### src/rtl/hazard_stall_ctrl.sv
// Hazard/stall sequencer for the 5-stage core: load-use bubble, branch flush, memory freeze.
// Optional performance counters are built only when HAZARD_PERF_CNT_EN is defined.
module hazard_stall_ctrl #(
  parameter int unsigned MEM_TIMEOUT = 255,
  parameter int unsigned CNT_W       = 16
) (
  input  logic             clk_i,
  input  logic             rst_i,
  input  logic [4:0]       IFID_Rs_i,
  input  logic [4:0]       IFID_Rt_i,
  input  logic [4:0]       IDEX_Rt_i,
  input  logic             IDEX_MemRead_i,
  input  logic             Branch_i,
  input  logic             Jump_i,
  input  logic             DmemReq_i,
  input  logic             DmemAck_i,
  output logic             PCWrite_o,
  output logic             IFIDWrite_o,
  output logic             IFIDFlush_o,
  output logic             IDEXBubble_o,
  output logic             Freeze_o,
  output logic             MemTimeout_o,
  output logic [CNT_W-1:0] StallCnt_o,
  output logic [CNT_W-1:0] FlushCnt_o
);

  typedef enum logic [0:0] {StRun, StMemWait} state_e;

  localparam logic [7:0] TimeoutVal = 8'(MEM_TIMEOUT);

  state_e     state_q, state_d;
  logic [7:0] wcnt_q, wcnt_d;
  logic       tmo_q, tmo_d;
  logic       lu, mwait, tmo_hit, freeze;

  always_ff @(posedge clk_i or negedge rst_i) begin
    if (!rst_i) begin
      state_q <= StRun;
      wcnt_q  <= 8'd0;
      tmo_q   <= 1'b0;
    end else begin
      state_q <= state_d;
      wcnt_q  <= wcnt_d;
      tmo_q   <= tmo_d;
    end
  end

  always_comb begin
    lu      = IDEX_MemRead_i && (IDEX_Rt_i != 5'd0) &&
              ((IDEX_Rt_i == IFID_Rs_i) || (IDEX_Rt_i == IFID_Rt_i));
    mwait   = (state_q == StMemWait) || (DmemReq_i && !DmemAck_i);
    tmo_hit = (state_q == StMemWait) && !DmemAck_i && (wcnt_q == TimeoutVal);
    // The timeout cycle itself releases the freeze so the stuck access drains.
    freeze  = mwait && !DmemAck_i && !tmo_hit;

    state_d = state_q;
    wcnt_d  = wcnt_q;
    tmo_d   = tmo_q;
    case (state_q)
      StRun: begin
        if (DmemReq_i && !DmemAck_i) begin
          state_d = StMemWait;
          wcnt_d  = 8'd1;
        end
      end
      StMemWait: begin
        if (DmemAck_i) begin
          state_d = StRun;
          wcnt_d  = 8'd0;
        end else if (tmo_hit) begin
          state_d = StRun;
          wcnt_d  = 8'd0;
          tmo_d   = 1'b1;
        end else begin
          wcnt_d = wcnt_q + 8'd1;
        end
      end
      default: begin
        state_d = StRun;
        wcnt_d  = 8'd0;
      end
    endcase
  end

  // Every control output is forced low while reset is held, including the write enables.
  always_comb begin
    PCWrite_o    = 1'b0;
    IFIDWrite_o  = 1'b0;
    IFIDFlush_o  = 1'b0;
    IDEXBubble_o = 1'b0;
    Freeze_o     = 1'b0;
    if (rst_i) begin
      Freeze_o     = freeze;
      PCWrite_o    = !freeze && !lu;
      IFIDWrite_o  = !freeze && !lu;
      IDEXBubble_o = !freeze && lu;
      IFIDFlush_o  = !freeze && !lu && (Branch_i || Jump_i);
    end
  end

  assign MemTimeout_o = tmo_q;

`ifdef HAZARD_PERF_CNT_EN
  logic [CNT_W-1:0] stall_cnt_q, flush_cnt_q;

  always_ff @(posedge clk_i or negedge rst_i) begin
    if (!rst_i) begin
      stall_cnt_q <= '0;
      flush_cnt_q <= '0;
    end else begin
      if ((Freeze_o || IDEXBubble_o) && (stall_cnt_q != '1)) begin
        stall_cnt_q <= stall_cnt_q + CNT_W'(1);
      end
      if (IFIDFlush_o && (flush_cnt_q != '1)) begin
        flush_cnt_q <= flush_cnt_q + CNT_W'(1);
      end
    end
  end

  assign StallCnt_o = stall_cnt_q;
  assign FlushCnt_o = flush_cnt_q;
`else
  assign StallCnt_o = '0;
  assign FlushCnt_o = '0;
`endif

endmodule

### config.mk
export PLATFORM = sky130hd
export DESIGN_NAME = hazard_stall_ctrl
export DESIGN_NICKNAME = d
export VERILOG_FILES = /design/src/rtl/hazard_stall_ctrl.sv
export SDC_FILE = /design/constraint.sdc
export NUM_CORES = 1
export LEC_CHECK = 0
export ABC_AREA = 1
export BUFFER_PORTS_ARGS = -buffer_cell sky130_fd_sc_hd__buf_2
export CORE_MARGIN = 3
export CORE_UTILIZATION = 33
export CTS_CLUSTER_DIAMETER = 200
export CTS_CLUSTER_SIZE = 24
export DETAILED_ROUTE_END_ITERATION = 12
export HOLD_SLACK_MARGIN = 0.06
export PLACE_DENSITY = 0.65
export SKIP_CTS_REPAIR_TIMING = 1
export SKIP_LAST_GASP = 1
export SYNTH_ARGS = -nofsm -noshare
export SYNTH_HDL_FRONTEND = slang
export SYNTH_SLANG_ARGS = --single-unit
### constraint.sdc
create_clock -name clk_i -period 1.3 [get_ports clk_i]
set_input_delay 0.195 -clock clk_i [delete_from_list [all_inputs] [get_ports clk_i]]
set_output_delay 0.195 -clock clk_i [all_outputs]
set_load 0.005 [all_outputs]
---- Word-level counts from Yosys, hierarchy flattened ----
Cells that the tools add are included.
word-level totals
  flip-flop bits (word level) ............. 10
  logic and storage cells ................. 41
  output and inout port bits .............. 38
operators by class
  equality and inequality tests ........... 4
  $add $sub $neg .......................... 1
  bitwise logic cells ..................... 2
  reduce and logical (&&, ||, !) cells .... 19
  mux-type cells .......................... 12
operators by type and width
  cell                                           number
  two-way mux 8 bit                              3
  case mux 8 bit (2 select lines)                1
  equality test 5 bit                            2
  logical AND 1 bit                              10
  adder 8 x 1 -> 8 bit (second input constant)   1
  equality test 8 bit (second input constant)    1
  two-way mux 1 bit                              7
  nonzero test 5 bit                             1
  logical NOT 1 bit                              4
  logical OR 1 bit                               3
  AND reduction 3 bit                            1
  inequality test 2 bit (second input constant)  1
  NOT 1 bit                                      2
  case mux 1 bit (2 select lines)                1

---- Logic depth before layout (Yosys ltp) ----
Gate-level depths: netlist (run 1).
  depth after elaboration ................. 9
  depth in mapped cells ................... 11

---- Worst setup path after synthesis (run 1) ----
Ideal clock, no wire load.
  kind .................................... register to output
  from .................................... register wcnt_q[0]
  to ...................................... output port PCWrite_o
  arrival ................................. 1.263 ns
  stages on the path, launching flop included .. 11
  slack ................................... -0.158 ns
  path through ............................ dfrtp_1 > ha_1 > inv_1 > nor2_1 > nand3_2 > nand2_2 > inv_2 > nor2_4 > nand2_2 > inv_1 > buf_4
on the way
  word-level cells in the longest chain between the ends .. 7
ends and longest elaborated chain
  element                   line  source
  start: declaration        32    logic [7:0] wcnt_q, wcnt_d;
  start signal: assignment  43    wcnt_q <= wcnt_d;
  equality test 8 bit       52    tmo_hit = (state_q == StMemWait) && !DmemAck_i && (wcnt_q == TimeoutVal);
  logical AND 1 bit         52
  logical NOT 1 bit         54    freeze = mwait && !DmemAck_i && !tmo_hit;
  logical AND 1 bit         54
  logical NOT 1 bit         n/a
  logical AND 1 bit         n/a
  two-way mux 1 bit         n/a
  end: declaration          17    output logic PCWrite_o,
Every way passes these cells.

---- Final worst setup path (run 1) ----
  from .................................... register wcnt_q[0]
  to ...................................... output port IFIDFlush_o
on the way
  word-level cells in the longest chain between the ends .. 8
ends and longest elaborated chain
  element                         line  source
  equality test 8 bit             52
  logical AND 1 bit               52
  logical NOT 1 bit               54
  logical AND 1 bit               54
  logical NOT 1 bit               97    IFIDFlush_o = !freeze && !lu && (Branch_i || Jump_i);
  logical AND 1 bit (2 in a row)  97
  two-way mux 1 bit               92    if (rst_i) begin
  end: declaration                19    output logic IFIDFlush_o,
Every way passes these cells.

==> flow_summary.ini, run 1 <==
[pwr]
p_int_uw = 612
powerDensity_mw_per_mm2 = 671
p_switching_uw = 282
ir_drop_mv = 0.230
total_power_uw = 894
sw_frac_of_total = 0.315
p_seq_frac = 0.374
p_clk_frac = 0.331
comb_power_share = 0.295
p_leak_uw = 0.000808

[sta]
min_period_ns = 1.71
finalSetupViolCount = 5
setup_slack_ns = -0.410
rsz0062_at_grt = yes
finalMaxSlewViolations = 0
holdWs_ns = 0.237
finalCritPeriodShare = 1.32
clock_skew_ns = 0.000962
fmax_ghz = 0.585
setup_tns_ns = -1.87
hold_viol_final = 0

[route]
vias_per_cell = 3.85
vias = 981
antenna_left = 0
routedWlPerCell_um = 8.71
drt_iter0_drc = 44
drtPass1Iterations = 4
drt_wl_total_um = 2220
post-route-drc-count = 0

[yosys]
ys_ff_latch = 10
async_flop_share = 1.00
yosys.area.top_type = dfrtp_1
syn_inst = 166
synth-main-ff-cell = dfrtp_1
syn_avg_cell_area_um2 = 6.38
synth_top_area_share = 0.236
ys_seq_area_frac = 0.236
netlist_area_mm2 = 0.00106
synth_cell_type_count = 23
yosys_warnings = 0
synth_edf_count = 0
synthTopCellsByArea = dfrtp_1 24%, buf_4 23%, nand2_1 15%
synth.most_common_cell = nand2_1
ys_top_cells_by_count = 43 x nand2_1, 33 x buf_4, 25 x inv_1, 15 x nor2_1, 10 x dfrtp_1

[clock_tree]
cts_sinks = 10
clock_path_buffers = 2
cts_root_buffer = clkbuf_4
h-tree-depth = 1
insertion_delay_ns = 0.27
clkTransAtPathRegs_ns = 0.07
tritoncts = done
cts_buffers = 3

[finish]
fillCellCount = 313
final_nets = 237
n_antenna_cell = 0
drive_gt1_frac = 0.324
synthToLayoutAreaGrowth_pct = 25.8

[grt]
grt_max_degree = 11
grt_pass1_vias = 893
grt_antenna_before_repair = 0
grt_usage = 0.113
overflow = 0
grt_pass1_wl_um = 3570

[floorplan]
die_h_um = 62.6
fp.dieArea_mm2 = 0.00392
io_pins = 60
start_util = 0.365
placementRows = 19
placeableCoreArea_mm2 = 0.00290
die_w_um = 62.6

[worst_setup_path]
crit_chain = ha_2, inv_2, nor2_4, nand3_2, nand2_2, inv_2, nor2_4, nand2_2, nor2_2, buf_2
slowest_stage = dfrtp_1
crit_start = wcnt_q[0]
crit_path_start_kind = flip-flop
endpoint_kind = primary output
required_ns = 1.11
regToRegStartpoint = wcnt_q[0]
slowest_delay_ns = 0.36
worst_ep_arrival_time_ns = 1.52
crit_fanout = 2
worstSetupPathType = flip-flop to primary output

[placement]
place_congestion = 0.809
io_buffers = 27
dpl.hpwl_um = 1840

[status]
outcome = finished with violations
violations = setup timing

[worst_hold_path]
min_path_type = input pin to flip-flop
hp-start = DmemAck_i

[run]
cap_violations = 0
==> power by group through the flow <==
| stage | clock network, uW | registers [uW] | logic (uW) |
|---|---|---|---|
| after floorplan | 0 | 342 | 205 |
| after global placement | 0 | 339 | 244 |
| after detailed placement | 0 | 341 | 246 |
| after CTS | 303 | 335 | 247 |
| after global routing | 318 | 337 | 302 |
| final | 295 | 334 | 264 |
==> final cells by class <==
cell class,count,area (um^2),area share
clock buffer,4,36.3,0.0273
inverter,30,115,0.0865
multi-input combinational,124,592,0.445
sequential,10,250,0.188
tap,42,52.6,0.0395
timing repair buffer,45,285,0.214
==> worst max-delay path: cells and delay by family, from the launching register on <==
family / cells / cell delay (ns)
adders and majority gates: 1 / 0.19
buffers and inverters: 3 / 0.21
DFF: 1 / 0.36
and+or+nand+nor: 6 / 0.47
==> routing by layer <==
metal,track usage,wire [um],part of all wire
met4,0.0331,17,0.0077
met5,0,0,0
met2,0.201,1100,0.50
met1,0.127,926,0.42
met3,0.0378,176,0.079
==> cells in the final DEF, fill, tap and decap left out, drive strengths merged, types with 3 or more instances in the layout <==
master,n
o21ai,7
nand2,47
nand3,7
conb,32
dfrtp,10
buf,44
clkbuf,4
inv,30
nand4,3
nor2,18
==> final timing paths <==
check,depth (start not counted),endpoint,slack (ns)
max in group asynchronous,3,wcnt_q[3],0.73
worst max register to register,8,wcnt_q[2],0.01
worst max-delay path,10,IFIDFlush_o,-0.41
worst min register to register,2,MemTimeout_o,0.46
worst min-delay path,4,state_q,0.24
min in group asynchronous,3,wcnt_q[2],0.42
==> stage by stage <==
stage	worst slack (ns)	area [um^2]	util	instances
after floorplan	-0.0878	1190	-	197
after global placement	-0.0992	1250	0.431	250
after detailed placement	-0.132	1250	0.431	250
after CTS	-0.455	1290	0.443	254
after global routing	-0.526	1330	0.459	255
final	-0.410	1330	0.459	255
==> registers in the layout (all words and copies together) (netlist names) <==
register / cells
wcnt_q: 8
MemTimeout_o: 1
state_q: 1
==> cells by family (layout without fill, tap and decap cells) <==
group                    count (synthesis)  in the layout  synth area share
AND/OR/NAND/NOR                         77             77             0.323
buffers and inverters                   63             79             0.343
AO/OA/AOI/OAI                           12             12            0.0662
flip-flops                              10             10             0.236
XOR/XNOR                                 2              2            0.0166
adder cells (fa/ha/maj)                  1              1            0.0118
other                                    1             32           0.00354
Note: power is estimated with default switching activity, not from simulation.
==> run 2, diff against run 1 <==
SETUP_SLACK_MARGIN = 0.1   (was not set)
SLEW_MARGIN = 15   (was not set)
==> run 2 against run 1 <==
Against the previous run: largest cell class unchanged; sequential power barely moved; the flow still finishes with violations (setup timing); first-iteration DRC count did not move; register-to-register slack barely moved; critical path type unchanged; via count fell by 0.31%; sequential share of layout area did not move; non-clock buffer count did not move; routed wire length rose by 0.32%; global-route usage did not move; count of clock-buffer cells in the layout did not move; highest routed layer unchanged.
==> flow_summary.ini, run 2 (same netlist as run 1, synthesis figures left out) <==
[grt]
grt_pass1_vias = 893
met1_usage = 0.127
grt_pass1_wl_um = 3570
globalRouteMet3Util = 0.0378
top_usage_layer = met2
overflow = 0
grt_antenna_before_repair = 0
met2_usage = 0.201
grt_usage = 0.113
grt_max_degree = 11

[clock_tree]
clock_path_buffers = 2
clkTransAtPathRegs_ns = 0.07
insertion_delay_ns = 0.27
cts_sinks = 10
cts_buffers = 3
h-tree-depth = 1
cts_root_buffer = clkbuf_4
tritoncts = done

[finish]
mostFrequentLayoutCell = nand2_1
drive_gt1_frac = 0.324
fin_cells = 255
final_cell_mix = 42 x nand2_1, 32 x conb_1, 25 x buf_2
synthToLayoutAreaGrowth_pct = 25.8
final_nets = 237
fillCellCount = 313
seq_area_um2 = 250
max_flop_register = wcnt_q
stdcell_area_mm2 = 0.00133
largest_reg_flops = 8
multi_input_area_um2 = 592
n_antenna_cell = 0

[sta]
finalMaxSlewViolations = 0
min_period_ns = 1.71
rsz0062_at_grt = yes
finalSetupViolCount = 5
setup_tns_ns = -1.87
clock_skew_ns = 0.000908
finalCritPeriodShare = 1.32
fmax_ghz = 0.585
hold_viol_final = 0
setup_slack_ns = -0.411

[run]
cap_violations = 0

[worst_setup_path]
worst_ep_arrival_time_ns = 1.52
required_ns = 1.11
crit_chain = ha_2, inv_2, nor2_4, nand3_2, nand2_2, inv_2, nor2_4, nand2_2, nor2_2, buf_2
slowest_stage = dfrtp_1
worstSetupPathType = flip-flop to primary output
endpoint_kind = primary output
crit_fanout = 2
slowest_delay_ns = 0.36
crit_path_start_kind = flip-flop

[pwr]
total_power_uw = 895
ir_drop_mv = 0.230
powerDensity_mw_per_mm2 = 672
p_leak_uw = 0.000808

[route]
post-route-drc-count = 0
drtPass1Iterations = 4
vias_per_cell = 3.84
antenna_left = 0
drt_wl_total_um = 2230
routedWlPerCell_um = 8.74
drt_iter0_drc = 44
vias = 978

[floorplan]
placeableCoreArea_mm2 = 0.00290
fp.dieArea_mm2 = 0.00392
io_pins = 60
placementRows = 19
die_h_um = 62.6
start_util = 0.365
die_w_um = 62.6

[placement]
place_congestion = 0.809
io_buffers = 27
placed_cells = 250
dpl.hpwl_um = 1840
dpl_cell_area_mm2 = 0.00125

[status]
outcome = finished with violations
violations = setup timing

[worst_hold_path]
min_path_type = input pin to flip-flop
[run 2: cell count changes in the layout (fill, tap and decap cells not counted)]
| cell | previous run | this run |
|---|---|---|
| o21ai_1 | 0 | 1 |
| o21ai_0 | 7 | 6 |
[run 2: layout make-up]
type / instances / share of cell area
sequential: 10 / 0.188
clock buffer: 4 / 0.0273
inverter: 30 / 0.0865
tap: 42 / 0.0395
timing repair buffer: 45 / 0.214
multi-input combinational: 124 / 0.445
[run 2: power by group]
part / leakage (uW) / total, uW / internal, uW / switching, uW
registers: 0.000130 / 334 / 326 / 8.95
clock network: 0.0000210 / 295 / 170 / 125
logic: 0.000657 / 265 / 116 / 148
[run 2: final timing paths]
check | cells after the start | end | slack [ns] | from
setup / recovery | 10 | IFIDFlush_o | -0.41 | wcnt_q[0]
hold / removal | 4 | state_q | 0.24 | DmemAck_i
setup reg to reg | 8 | wcnt_q[2] | 0 | wcnt_q[0]
hold reg to reg | 2 | MemTimeout_o | 0.46 | MemTimeout_o
max in group asynchronous | 3 | wcnt_q[3] | 0.73 | rst_i
min in group asynchronous | 3 | wcnt_q[2] | 0.42 | rst_i
[run 2: metrics by stage]
stage | hold slack, ns | setup slack (ns) | util
after CTS | -0.144 | -0.455 | 0.443
after global routing | 0.242 | -0.526 | 0.459
final | 0.237 | -0.411 | 0.459
after floorplan | -0.101 | -0.0878 | -
after global placement | 0.174 | -0.0992 | 0.431
after detailed placement | 0.158 | -0.132 | 0.431
[run 2: worst max-delay path: cells and delay by family, from the launching register on]
kind / cells / cell delay, ns
buffers and inverters: 3 / 0.21
AND/OR/NAND/NOR: 6 / 0.47
adder cells (fa/ha/maj): 1 / 0.19
flip-flops: 1 / 0.36
[run 2: metal layers]
metal	up-vias	routed length (um)
li1	528	-
met1	417	933
met2	31	1110
met3	2	170
met4	0	17
met5	-	0
